### src/rtl/ps2_rx.sv
// PS/2 device-to-host receiver: synchronizes and deglitches the PS/2 lines, deframes
// 11-bit frames, and strobes either a received byte or a frame error.
module ps2_rx #(
    parameter int unsigned FILTER_LEN     = 8,
    parameter int unsigned TIMEOUT_CYCLES = 100000,
    parameter int unsigned TO_WIDTH       = 17
) (
    input  logic       clk,
    input  logic       reset,
    input  logic       ps2_clk,
    input  logic       ps2_data,
    output logic [7:0] keyboard_data,
    output logic       keyboard_rdy,
    output logic       frame_err
);

    typedef enum logic [1:0] {S_IDLE, S_DATA, S_PARITY, S_STOP} state_t;

    logic [1:0]            clk_sync_q, dat_sync_q;
    logic [FILTER_LEN-1:0] flt_q, dly_q;
    logic                  fclk_q, fclk_d, fclk_prev_q;
    logic                  fall, bit_in;

    state_t                state_q, state_d;
    logic [2:0]            cnt_q, cnt_d;
    logic [7:0]            sr_q, sr_d;
    logic                  par_q, par_d;
    logic [TO_WIDTH-1:0]   to_q, to_d;
    logic [7:0]            kbd_q, kbd_d;
    logic                  rdy_q, rdy_d, err_q, err_d;

    // The filtered clock only moves on a unanimous window; mixed samples hold the old level.
    always_comb begin
        fclk_d = fclk_q;
        if (flt_q == '0)
            fclk_d = 1'b0;
        else if (flt_q == '1)
            fclk_d = 1'b1;
    end

    always_ff @(posedge clk or negedge reset) begin
        if (!reset) begin
            clk_sync_q  <= '1;
            dat_sync_q  <= '1;
            flt_q       <= '1;
            dly_q       <= '1;
            fclk_q      <= 1'b1;
            fclk_prev_q <= 1'b1;
        end else begin
            clk_sync_q  <= {clk_sync_q[0], ps2_clk};
            dat_sync_q  <= {dat_sync_q[0], ps2_data};
            flt_q       <= {flt_q[FILTER_LEN-2:0], clk_sync_q[1]};
            dly_q       <= {dly_q[FILTER_LEN-2:0], dat_sync_q[1]};
            fclk_q      <= fclk_d;
            fclk_prev_q <= fclk_q;
        end
    end

    assign fall   = fclk_prev_q & ~fclk_q;
    assign bit_in = dly_q[FILTER_LEN-1];

    always_comb begin
        state_d = state_q;
        cnt_d   = cnt_q;
        sr_d    = sr_q;
        par_d   = par_q;
        kbd_d   = kbd_q;
        rdy_d   = 1'b0;
        err_d   = 1'b0;
        if (state_q == S_IDLE || fall)
            to_d = '0;
        else
            to_d = to_q + TO_WIDTH'(1);

        case (state_q)
            S_IDLE: begin
                if (fall && !bit_in) begin
                    state_d = S_DATA;
                    cnt_d   = 3'd0;
                end
            end
            S_DATA: begin
                if (fall) begin
                    sr_d  = {bit_in, sr_q[7:1]};
                    cnt_d = cnt_q + 3'd1;
                    if (cnt_q == 3'd7)
                        state_d = S_PARITY;
                end
            end
            S_PARITY: begin
                if (fall) begin
                    par_d   = bit_in;
                    state_d = S_STOP;
                end
            end
            S_STOP: begin
                if (fall) begin
                    if (bit_in && (^{sr_q, par_q})) begin
                        kbd_d = sr_q;
                        rdy_d = 1'b1;
                    end else begin
                        err_d = 1'b1;
                    end
                    state_d = S_IDLE;
                end
            end
            default: state_d = S_IDLE;
        endcase

        // A falling edge in the same cycle takes priority over an expiring timeout.
        if (state_q != S_IDLE && !fall && to_q == TO_WIDTH'(TIMEOUT_CYCLES - 1)) begin
            state_d = S_IDLE;
            err_d   = 1'b1;
            to_d    = '0;
        end
    end

    always_ff @(posedge clk or negedge reset) begin
        if (!reset) begin
            state_q <= S_IDLE;
            cnt_q   <= '0;
            sr_q    <= '0;
            par_q   <= 1'b0;
            to_q    <= '0;
            kbd_q   <= '0;
            rdy_q   <= 1'b0;
            err_q   <= 1'b0;
        end else begin
            state_q <= state_d;
            cnt_q   <= cnt_d;
            sr_q    <= sr_d;
            par_q   <= par_d;
            to_q    <= to_d;
            kbd_q   <= kbd_d;
            rdy_q   <= rdy_d;
            err_q   <= err_d;
        end
    end

    assign keyboard_data = kbd_q;
    assign keyboard_rdy  = rdy_q;
    assign frame_err     = err_q;

endmodule

### config.mk
export PLATFORM = sky130hd
export DESIGN_NAME = ps2_rx
export DESIGN_NICKNAME = d
export VERILOG_FILES = /design/src/rtl/ps2_rx.sv
export SDC_FILE = /design/constraint.sdc
export NUM_CORES = 1
export LEC_CHECK = 0
export ABC_AREA = 1
export CORE_MARGIN = 2
export CORE_UTILIZATION = 40
export CTS_CLUSTER_DIAMETER = 150
export DETAILED_ROUTE_END_ITERATION = 10
export PLACE_DENSITY_LB_ADDON = 0.2
export SLEW_MARGIN = 25
export SYNTH_ARGS = -nofsm -noshare
export SYNTH_HDL_FRONTEND = slang
export SYNTH_SLANG_ARGS = --single-unit
export TNS_END_PERCENT = 1
### constraint.sdc
create_clock -name clk -period 1.9 [get_ports clk]
set_clock_uncertainty 0.1 [all_clocks]
set_input_delay 0.19 -clock clk [delete_from_list [all_inputs] [get_ports clk]]
set_output_delay 0.19 -clock clk [all_outputs]
set_load 0.01 [all_outputs]
# Yosys cells after proc, flatten, opt, wreduce, memory -nomap -nowiden

Index checks and enable logic that the tools add are counted.

Output and inout bits: 10
Input port bits: 4
Register bits after elaboration: 63

Multiplexer cells: 21
Reductions and logical operators: 18
Bitwise gates (word level): 2
Equality and inequality tests: 13
Add/subtract/negate cells: 2

Operators by type and width:

| cell                                                             | number |
|---|---|
| 17-bit 2-to-1 mux                                                | 2 |
| 17-bit by 1-bit adder with 17-bit output (second input constant) | 1 |
| 17-bit == test (second input constant)                           | 1 |
| 2-bit 2-to-1 mux                                                 | 6 |
| 3-bit != test (second input constant)                            | 4 |
| 1-bit 2-to-1 mux                                                 | 9 |
| 9-bit parity                                                     | 1 |
| 8-bit == test (second input constant)                            | 1 |
| 8-bit logical NOT                                                | 1 |
| 2-bit one-hot mux with 4 select lines                            | 1 |
| 3-bit 2-to-1 mux                                                 | 2 |
| 3-bit one-hot mux with 2 select lines                            | 1 |
| 3-bit AND reduction                                              | 2 |
| 2-bit nonzero test                                               | 3 |
| 5-bit AND reduction                                              | 1 |
| 2-bit == test (second input constant)                            | 2 |
| 1-bit logical AND                                                | 4 |
| 2-bit AND reduction                                              | 2 |
| 3-bit by 1-bit adder with 3-bit output (second input constant)   | 1 |
| 3-bit == test (second input constant)                            | 1 |
| 3-bit by 1-bit != test with 1-bit output (second input constant) | 1 |
| 2-bit by 1-bit == test with 1-bit output (second input constant) | 1 |
| 1-bit logical NOT                                                | 2 |
| 2-bit logical NOT                                                | 1 |
| other kinds (5)                                                  | 5 |

# Longest topological paths before layout

Gate-level depths: netlist of the first run.

Depth in word-level cells: 7
Depth in mapped cells: 12

# Worst setup path before layout of the first run

Ideal clock, no wire load.

Kind: reg-to-reg
Start point: register cnt_q[0]
End point: register state_q[0]
Slack: 0.316 ns
Library setup time: 0.117 ns
Arrival: 1.367 ns
Stages on the path, launching flop included: 8
Buffers on the path: 0
Path through: dfrtp_1 -> ha_1 -> ha_1 -> or2_2 -> a32oi_1 -> inv_1 -> nand4_1 -> nand2_1

Longest elaborated chain between the ends: 3

Ends and longest elaborated chain:

| element                              | RTL line | RTL |
|---|---|---|
| from (decl)                          | 25       | `logic [2:0] cnt_q, cnt_d;` |
| from (signal assigned)               | 130      | `cnt_q <= cnt_d;` |
| 3-bit == test                        | 86       | `if (cnt_q == 3'd7)` |
| 3-bit != test (no source line)       | --       |  |
| 5-bit AND reduction (no source line) | --       |  |
| to (signal assigned)                 | 129      | `state_q <= state_d;` |
| to (decl)                            | 24       | `state_t state_q, state_d;` |

Every way passes these cells.
A chain may end at the register's enable or synchronous reset.

# Final worst setup path of the first run

Ends and elaborated chain as after synthesis.

==> metrics.csv, run 1 <==
stage,metric,value,unit
detailed_routing,total number of vias,2158,
timing,Final Slew Violations,0,
floorplanning,core box area,7180,um^2
placement,GPL Wtd Cong,0.865,
yosys,Post-Syn Instances,320,
global_routing,antenna violations before repair,0,
pwr,Power Density,1110,nW/um^2
global_routing,vias in the first global route,2056,
clock_network,Worst-path clk slew,0.08,ns
layout,final layout net count,359,
setup_path,WP data required,2.02,ns
layout,ANT cells,0,
timing,worst slew pin tran,0.395,ns
pwr,VDD IR max,0.000448,V
layout,area delta synth->final,17.9,%
yosys,Mapped Area,2940,um^2
setup_path,Worst Path Arrival,1.83,ns
floorplanning,FP Rows,31,
setup_path,Worst R2R Start,cnt_q[0],
floorplanning,die height,89.7,um
floorplanning,num ports,14,
min_path,hold crit path type,in -> async,
global_routing,first-pass GRT wire length,9370,um
clock_network,CTS Root Cell,clkbuf_8,
timing,# setup viols final,0,
timing,Setup TNS,0,ns
global_routing,pin count of the biggest net entering global routing,33,
status,outcome,"finished, final reports clean",
placement,port buffer count,13,
detailed_routing,Detail Route Antenna Nets,0,
floorplanning,Die ar.,8040,um^2
detailed_routing,DR DRC count,0,
yosys,#FFs+latches synth,63,
yosys,Syn Area/Cell,9.17,um^2
yosys,synth warn,0,
setup_path,CP max FO,3,
setup_path,critical setup path kind,reg -> reg,
timing,Tmin final,1.71,ns
flow_run,Max-cap violations,0,
clock_network,post-CTS sizing,0,
timing,Final Hold Vio Count,0,
pwr,Pwr Total,3.86,mW
global_routing,Total GRT Usage,15.5,%
setup_path,CP Capture Type,flip-flop,
clock_network,Clock Tree Buf Depth,2,
global_routing,GR Overflow Total,0,
clock_network,"Setup Fix Bufs, Post-CTS",0,
yosys,"Seq/Total Area, Yosys",54.6,%
setup_path,FF-to-FF End,state_q[0],
placement,hpwl dp,3960,um
clock_network,htree depth,3,
detailed_routing,First-pass DRT Iterations,4,
yosys,"Distinct cells, synth",34,
pwr,leakage power,1.64,nW
detailed_routing,Detailed Route Iter0 Violations,132,
floorplanning,Initial Util,40.9,%
clock_network,TritonCTS Buffers,9,
yosys,Syn Nets,331,
clock_network,clk_lat worst skew,0.34,ns
layout,share of cells above drive strength 1,22.4,%
clock_network,Clock Sinks,63,
timing,final worst path period share,89.9,%
floorplanning,Die X,89.7,um
setup_path,r2r setup slk,0.19,ns
detailed_routing,Detailed Route WL,5410,um
clock_network,CTS tree,done,
timing,RSZ-0062 raised after global routing,false,
timing,fmax,585,MHz
setup_path,worst r2r path cells,7,
timing,relative slew slack,73.7,%
setup_path,CP Launch Type,flip-flop,
detailed_routing,vias per cell,4.77,
detailed_routing,drt wl/cell,12.0,um
==> worst max path at each step <==
stage                       endpoint  slack [ns]  startpoint  depth (start not counted)
after floorplan           state_q[0]        0.32    cnt_q[0]                          7
after global placement    state_q[0]        0.23    cnt_q[0]                          7
after detailed placement  state_q[1]        0.20    cnt_q[0]                          7
after CTS                 state_q[0]        0.19    cnt_q[0]                          7
after global routing      state_q[0]        0.07    cnt_q[0]                          7
final                     state_q[0]        0.19    cnt_q[0]                          7
==> flip-flops by register name, summed over array words and instances (netlist names), 2 cells and up <==
register	flops
keyboard_data	8
state_q	2
dat_sync_q	2
clk_sync_q	2
to_q	17
flt_q	8
cnt_q	3
dly_q	8
sr_q	8
==> cells in the mapped netlist <==
cell / number / share of area [%]
nor3_2: 3 / 1.0
a32oi_1: 1 / 0.30
nand3_2: 1 / 0.34
nand3_1: 12 / 2.0
nand4_2: 1 / 0.43
o21ai_2: 1 / 0.30
inv_1: 36 / 4.6
o21ai_1: 1 / 0.17
dfrtp_1: 41 / 35
nand2_2: 10 / 2.1
nor3_4: 1 / 0.55
nor2_1: 28 / 3.6
nand2_1: 80 / 10
dfstp_2: 22 / 20
or2_1: 1 / 0.21
or2_2: 1 / 0.21
o21ai_0: 12 / 2.0
xor2_1: 6 / 1.8
nor2_2: 6 / 1.3
clkbuf_1: 2 / 0.26
a21oi_1: 5 / 0.85
nand4_1: 16 / 3.4
nor3_1: 5 / 0.85
nor4_2: 1 / 0.43
ha_1: 7 / 3.0
nor3b_2: 2 / 0.85
nor4_1: 4 / 0.85
a22oi_1: 1 / 0.26
nand4_4: 1 / 0.72
inv_2: 6 / 0.77
nor2_4: 2 / 0.77
a22o_1: 2 / 0.60
nand3b_1: 1 / 0.26
nor3b_1: 1 / 0.26
==> kinds of logic (layout without fill, tap and decap cells) <==
logic type | after synthesis | in the layout | synth area share, %
flops | 63 | 63 | 54.6
xor+xnor | 6 | 6 | 1.79
buf+inv | 44 | 77 | 5.63
fa+ha+maj | 7 | 7 | 2.98
compound gates | 23 | 23 | 4.52
simple gates | 177 | 177 | 30.4
==> cells in the final DEF, fill, tap and decap left out, types with 4 or more instances in the layout <==
cell and n:
o21ai_0 12, nor2_2 6, nand4_1 16, nand2_1 80, ha_1 7, nor2_1 28
inv_1 36, xor2_1 6, nor3_1 5, a21oi_1 5, buf_4 5, nand2_2 10
nand3_1 12, clkdlybuf4s50_1 12, dfstp_2 22, dfrtp_1 41, inv_2 6, clkbuf_8 9
nor4_1 4
==> layer usage <==
layer  global-route usage [%]  share of wire [%]  vias up
met2                     22.1                 45       41
met1                     21.5                 50     1025
met4                     6.51                1.0        0
met5                        0                  0        -
met3                     5.21                3.3        4
li1                         -                  -     1088
==> critical path, cell delays in order, from the launching register on <==
cell and delay (ns):
dfrtp_1 0.39, ha_1 0.21, ha_1 0.17, or2_2 0.29
a32oi_1 0.20, inv_1 0.09, nand4_1 0.09, nand2_1 0.06
==> layout make-up <==
type	instances	area (um^2)
Fill cell	680	3710
Sequential cell	63	1600
Multi-Input combinational cell	213	1170
Timing Repair Buffer	19	173
Inverter	42	158
Clock buffer	10	128
Tap cell	99	124
Clock inverter	6	109
==> power breakdown <==
| part | internal [mW] | total, mW | switching, mW |
|---|---|---|---|
| logic | 0.285 | 0.875 | 0.590 |
| registers | 1.48 | 1.59 | 0.106 |
| clock network | 0.872 | 1.39 | 0.523 |
| total | 2.64 | 3.86 | 1.22 |
==> timing repair <==
| action | 4_1_cts | 5_1_grt |
|---|---|---|
| endpoints found under the setup margin | 0 | 0 |
| endpoints found under the hold margin | 41 | 0 |
| hold buffers | 1 | 0 |
==> stage by stage <==
stage	area [um^2]	utilization [%]	hold WS (ns)	cells	setup slack, ns
2_1_floorplan	2940	-	-0.206	320	0.316
3_3_place_gp	3210	44.8	-0.0964	435	0.233
3_5_place_dp	3210	44.8	-0.0981	435	0.203
4_1_cts	3460	48.2	0.0608	452	0.190
5_1_grt	3460	48.2	0.0652	452	0.0673
6_report	3460	48.2	0.0721	452	0.191
Power figures use the tool's default switching activity.
==> inputs of run 2 (changes only) <==
Settings changed: DONT_BUFFER_PORTS set to 1.
==> run 2 against run 1 <==
  * Worst setup slack improved by 0.010 ns
  * Final cell count decreased by 2.9%
  * Die area is the same
  * Maximum frequency rose by 0.61%
  * Highest routed layer unchanged
  * Non-clock buffer count decreased by 13
  * Sequential cell count is the same
  * Sequential share of layout area rose by 2.1 points
  * Largest cell class unchanged
==> metrics.csv, run 2 (synthesized netlist as in run 1, its figures left out) <==
stage,metric,value,unit,change
status,outcome,"finished, final reports clean",,
setup_path,Worst Path Arrival,1.83,ns,about the same
floorplanning,Die ar.,8040,um^2,unchanged
floorplanning,Die X,89.7,um,unchanged
placement,pre-CTS setup slack,0.211,ns,+0.00820 ns
clock_network,CTS Root Cell,clkbuf_8,,
timing,worst slew pin tran,0.361,ns,-0.0343 ns
clock_network,Worst-path clk slew,0.07,ns,about the same
setup_path,"most used cell, CP",ha_1,,
setup_path,CP top delay family,simple AND/OR/NAND/NOR gates,,
timing,Tmin final,1.70,ns,-0.0104 ns
setup_path,CP max FO,3,,unchanged
detailed_routing,Detail Route Antenna Nets,0,,unchanged
floorplanning,Initial Util,40.9,%,unchanged
layout,Finished Cell Area,3310,um^2,-4.3%
pwr,leakage power,1.58,nW,-3.6%
flow_run,Max-cap violations,0,,unchanged
placement,placed cell areas,3070,um^2,-4.6%
timing,Final Slew Violations,0,,unchanged
timing,PnR worst setup slack,0.201,ns,+0.0104 ns
layout,area delta synth->final,12.8,%,
floorplanning,core box area,7180,um^2,unchanged
global_routing,first-pass GRT wire length,9200,um,-1.8%
layout,fin util,46.2,%,-2.1 points
global_routing,antenna violations before repair,0,,unchanged
setup_path,CP Cell Sequence,ha_1 -> ha_1 -> or2_2 -> a32oi_1 -> inv_1 -> nand4_1 -> nand2_1,,
detailed_routing,total number of vias,2091,,-3.1%
clock_network,clk_lat worst skew,0.33,ns,about the same
placement,port buffer count,0,,-13
layout,most frequent cells in the layout,"80 x nand2_1, 41 x dfrtp_1, 36 x inv_1",,
clock_network,htree depth,3,,unchanged
setup_path,CP Capture Type,flip-flop,,
clock_network,CTS tree,done,,
detailed_routing,DR DRC count,0,,unchanged
layout,share of cells above drive strength 1,22.4,%,-0.027 points
layout,max reg flops,17,,unchanged
setup_path,CP Launch Type,flip-flop,,
timing,RSZ-0062 raised after global routing,false,,
setup_path,CP peak stage delay,0.40,ns,about the same
clock_network,"Setup Fix Bufs, Post-CTS",0,,unchanged
layout,"commonest non-fill, non-tap cell in the layout",nand2_1,,
timing,# setup viols final,0,,unchanged
detailed_routing,drt wl/cell,12.2,um,+1.7%
floorplanning,num ports,14,,unchanged
pwr,VDD IR max,0.000439,V,-1.9%
clock_network,Clock Tree Buf Depth,2,,unchanged
clock_network,Clock Sinks,63,,unchanged
timing,final worst path period share,89.4,%,-0.55 points
timing,fmax,589,MHz,+0.61%
timing,Final Hold Vio Count,0,,unchanged
layout,final layout net count,346,,-3.6%
layout,ANT cells,0,,unchanged
global_routing,vias in the first global route,1951,,-5.1%
detailed_routing,Detailed Route WL,5340,um,-1.2%
global_routing,Total GRT Usage,15.1,%,-0.32 points
setup_path,critical setup path kind,reg -> reg,,
detailed_routing,Detailed Route Iter0 Violations,126,,-4.5%
timing,relative slew slack,75.7,%,+2.0 points
floorplanning,die height,89.7,um,unchanged
setup_path,CP bufs+invs,1,,unchanged
layout,Largest Register,to_q,,
detailed_routing,vias per cell,4.76,,-0.24%
timing,Setup TNS,0,ns,unchanged
placement,GPL Wtd Cong,0.831,,-4.0%
setup_path,WP data required,2.03,ns,about the same
setup_path,r2r setup slk,0.20,ns,about the same
pwr,Power Density,1080,nW/um^2,-3.3%
global_routing,pin count of the biggest net entering global routing,64,,+94%
clock_network,post-CTS sizing,0,,unchanged
global_routing,GR Overflow Total,0,,unchanged
min_path,hold crit path type,reg -> reg,,
clock_network,TritonCTS Buffers,9,,unchanged
detailed_routing,First-pass DRT Iterations,4,,unchanged
placement,hpwl dp,3750,um,-5.3%
floorplanning,FP Rows,31,,unchanged
setup_path,CP max-delay cell,dfrtp_1,,
pwr,Pwr Total,3.57,mW,-7.4%
==> run 2: timing repair <==
action | in CTS | in global routing
hold buffers | 4 | 0
hold endpoints to repair | 65 | 0
setup endpoints to repair | 0 | 0
==> run 2: path summary, 6_finish.rpt <==
path / start / to / cells past startpoint
max reg2reg: cnt_q[0] / state_q[0] / 7
max in group asynchronous: reset / flt_q[4] / 2
min reg2reg: dly_q[6] / dly_q[7] / 0
max: cnt_q[0] / state_q[0] / 7
min: dly_q[6] / dly_q[7] / 0
min in group asynchronous: reset / keyboard_rdy / 2
==> run 2: worst reg2reg max path, cell delays in order (launching register included) <==
cell     delay (ns)
dfrtp_1        0.40
ha_1           0.21
ha_1           0.17
or2_2          0.28
a32oi_1        0.20
inv_1          0.08
nand4_1        0.09
nand2_1        0.06
==> run 2: routing by layer <==
layer,GRT usage (%),up-vias,routed length [um]
li1,-,1066,-
met4,6.11,0,59
met1,20.4,979,2640
met2,22.8,40,2430
met5,0,-,0
met3,4.66,6,217
==> run 2: metrics by stage <==
step	hold WS (ns)	cells
detailed placement	-0.204	419
global route	0.261	439
CTS	0.254	439
finish	0.250	439
floorplan	-0.206	320
global placement	-0.204	419
==> run 2: layout make-up <==
cell class                 instances  area, um^2
tap                               99         124
timing repair buffer               6        72.6
clock buffer                      10         128
sequential                        63        1600
clock inverter                     6        60.1
multi-input combinational        213        1170
inverter                          42         158
fill                             693        3860
==> run 2: report_power, final <==
group	switching (mW)	leakage (nW)	internal, mW
Sequential	0.112	0.795	1.48
Clock	0.508	0.100	0.602
Combinational	0.583	0.684	0.283
==> RTL edit, RTL diff (config.mk and constraints of run 1) <==
The output `frame_err` loses its register stage (`err_q` becomes a continuous assignment).
--- a/src/rtl/ps2_rx.sv
+++ b/src/rtl/ps2_rx.sv
@@ -124,7 +124,6 @@
             to_q    <= '0;
             kbd_q   <= '0;
             rdy_q   <= 1'b0;
-            err_q   <= 1'b0;
         end else begin
             state_q <= state_d;
             cnt_q   <= cnt_d;
@@ -133,9 +132,10 @@
             to_q    <= to_d;
             kbd_q   <= kbd_d;
             rdy_q   <= rdy_d;
-            err_q   <= err_d;
         end
     end
+
+    assign err_q = err_d;
 
     assign keyboard_data = kbd_q;
     assign keyboard_rdy  = rdy_q;
Check against the original RTL: same outputs for any inputs over 10 cycles, from zero or initial values and one cycle with reset low; that may be too few to reach the edited logic, so the function may still have changed.
==> RTL edit against run 1 <==
The run now ends with setup timing left; worst setup slack got worse by 230 ps; sequential cell count decreased by 1; total power is 2.7% lower; sequential share of layout area fell by 2.5 points; wire length increased by 0.72%; synthesized area decreased by 0.85%; cell count grew 5.1%; final area grew 4.0%; global-route usage down 0.18 points.
==> RTL edit: results (changes against run 1) <==
- Max FFs per register: 17 (unchanged)
- Via/cell ratio: 4.68 (-2.1%)
- Nature of the critical path startpoint: flip-flop
- HPWL reported at the end of detailed placement: 3910 um (-1.3%)
- Largest net degree at the start of global routing: 63 (+91%)
- Total inserted antenna cells: 0 (unchanged)
- Met2 capacity usage during global routing: 21.5% (-0.51 points)
- Clock input transition at the sequential cells of the worst setup and hold paths: 70 ps
- Slew at the pin with the worst max-slew slack: 328 ps (-67.2 ps)
- Largest cells by area after synthesis: sky130_fd_sc_hd__dfrtp_1, sky130_fd_sc_hd__dfstp_2, sky130_fd_sc_hd__nand2_1, sky130_fd_sc_hd__inv_1, sky130_fd_sc_hd__nor2_1
- GRT Overall Usage: 15.3% (-0.18 points)
- Slowest stage cell on the critical path: sky130_fd_sc_hd__dfrtp_1
- Highest signal layer in the routed design: met4
- Met2 wire len: 2380 um (-2.7%)
- Max incr delay on CP: 420 ps (+30 ps)
- Wire length on met1: 2750 um (+1.1%)
- Layout net count: 382 (+6.4%)
- Result of the run: finished with violations
- R2r setup slk: 200 ps
- Final weighted congestion in routability-driven placement: 0.918 (+6.1%)
- Setup violators final: 1 (+1)
- Number of antenna violations at the first check in global routing: 0 (unchanged)
- Worst hold path startpoint: ps2_clk
- Leakage component of the power: 0.00174 uW (+6.3%)
- Initial DRT Pass Iterations: 4 (unchanged)
- Met3 wire len: 248 um (+37%)
- Number of clock buffers inserted by TritonCTS: 9 (unchanged)
- Maximum net fanout on the critical path: 5 (+2)
- Root buffer selected by CTS: sky130_fd_sc_hd__clkbuf_8
- Number of nets in the synthesized netlist: 330 (-0.30%)
- Clock insertion delay at the later pin of the skew report: 330 ps
- Worst ir drop on vdd: 561 uV (+25%)
- Slack of the critical path: -42.4 ps (-233 ps)
- Commonest cells in the synthesized netlist: sky130_fd_sc_hd__nand2_1, sky130_fd_sc_hd__dfrtp_1, sky130_fd_sc_hd__inv_1, sky130_fd_sc_hd__nor2_1, sky130_fd_sc_hd__dfstp_2
- YS warnings: 0 (unchanged)
- Hold WC Path Type: in2reg
- Share of the yosys chip area belonging to registers: 54.3% (-0.39 points)
- Busiest layer in global routing: met1
- Register with the most flip-flops: to_q
- WP data arrival: 1650 ps (-180 ps)
- Starting DRC count in detailed routing: 113 (-14%)
- Largest delay share family, worst path: simple AND/OR/NAND/NOR gates
- Met3 Use GR: 5.36% (+0.15 points)
- Post-synthesis async set-or-reset flop share: 100% (unchanged)
- Number of levels in the clock H-tree: 3 (unchanged)
- Post-Place Setup Slack: -55.3 ps (-258 ps)
- Distinct cells, synth: 34 (unchanged)
- Routed Wire Length: 5450 um (+0.72%)
- Vias in the first global route: 2,058 (+0.097%)
- Global-route track usage on met1: 21.7% (+0.23 points)
- Count of input and output buffers: 13 (unchanged)
- Beginning of the critical path: sr_q[2]
- Share of layout cells above drive strength 1: 28.2% (+5.8 points)
- Critical R2R Launch: cnt_q[0]
- Violations in the final reports: setup timing
- Maximum root-to-sink buffer count: 2 (unchanged)
- Global-route wire length before repair: 9290 um (-0.81%)
[RTL edit: through the flow]
stage / cell area (um^2) / hold slack (ps) / cells / setup TNS, ps / total power (uW)
detailed placement: 3370 / 125 / 456 / -55.3 / 2590
global route: 3600 / 134 / 475 / -240 / 4030
floorplan: 2910 / -206 / 319 / 0 / 2230
CTS: 3600 / 135 / 475 / -72.0 / 3810
finish: 3600 / 157 / 475 / -42.4 / 3750
global placement: 3370 / 127 / 456 / -26.6 / 2580
[RTL edit: layout make-up]
cell class | instances | area, um^2
inverter | 42 | 158
clock inverter | 4 | 35.0
sequential | 62 | 1580
clock buffer | 12 | 176
fill | 675 | 3540
tap | 99 | 124
multi-input combinational | 213 | 1170
timing repair buffer | 43 | 360
[RTL edit: final timing paths]
check / endpoint / cells after the start
max in group asynchronous: dly_q[6] / 3
min reg2reg: dly_q[5] / 0
min in group asynchronous: keyboard_data[5] / 3
max reg2reg: state_q[0] / 7
min: clk_sync_q[0] / 1
max: frame_err / 13
[RTL edit: what timing repair did]
action / CTS / global route
endpoints found under the hold margin: 40 / 0
setup buffers: 2 / 0
hold buffers: 1 / 0
setup endpoints to repair: 1 / 1
resized for setup: 4 / 1
pin swaps: 1 / 1
[RTL edit: logic make-up (layout without fill, tap and decap cells)]
family                   Yosys count  after routing  synth area share (%)
AO/OA/AOI/OAI                     23             23                  4.56
XOR/XNOR                           6              6                  1.81
adder cells (fa/ha/maj)            7              7                  3.01
buffers and inverters             44            101                  5.68
flip-flops                        62             62                  54.3
AND/OR/NAND/NOR                  177            177                  30.7
[RTL edit: where the power goes]
part / leakage [uW] / switching [uW] / total (uW) / internal [uW]
logic: 0.000852 / 632 / 1030 / 397
registers: 0.000781 / 83.6 / 1540 / 1460
clock network: 0.000109 / 541 / 1180 / 638
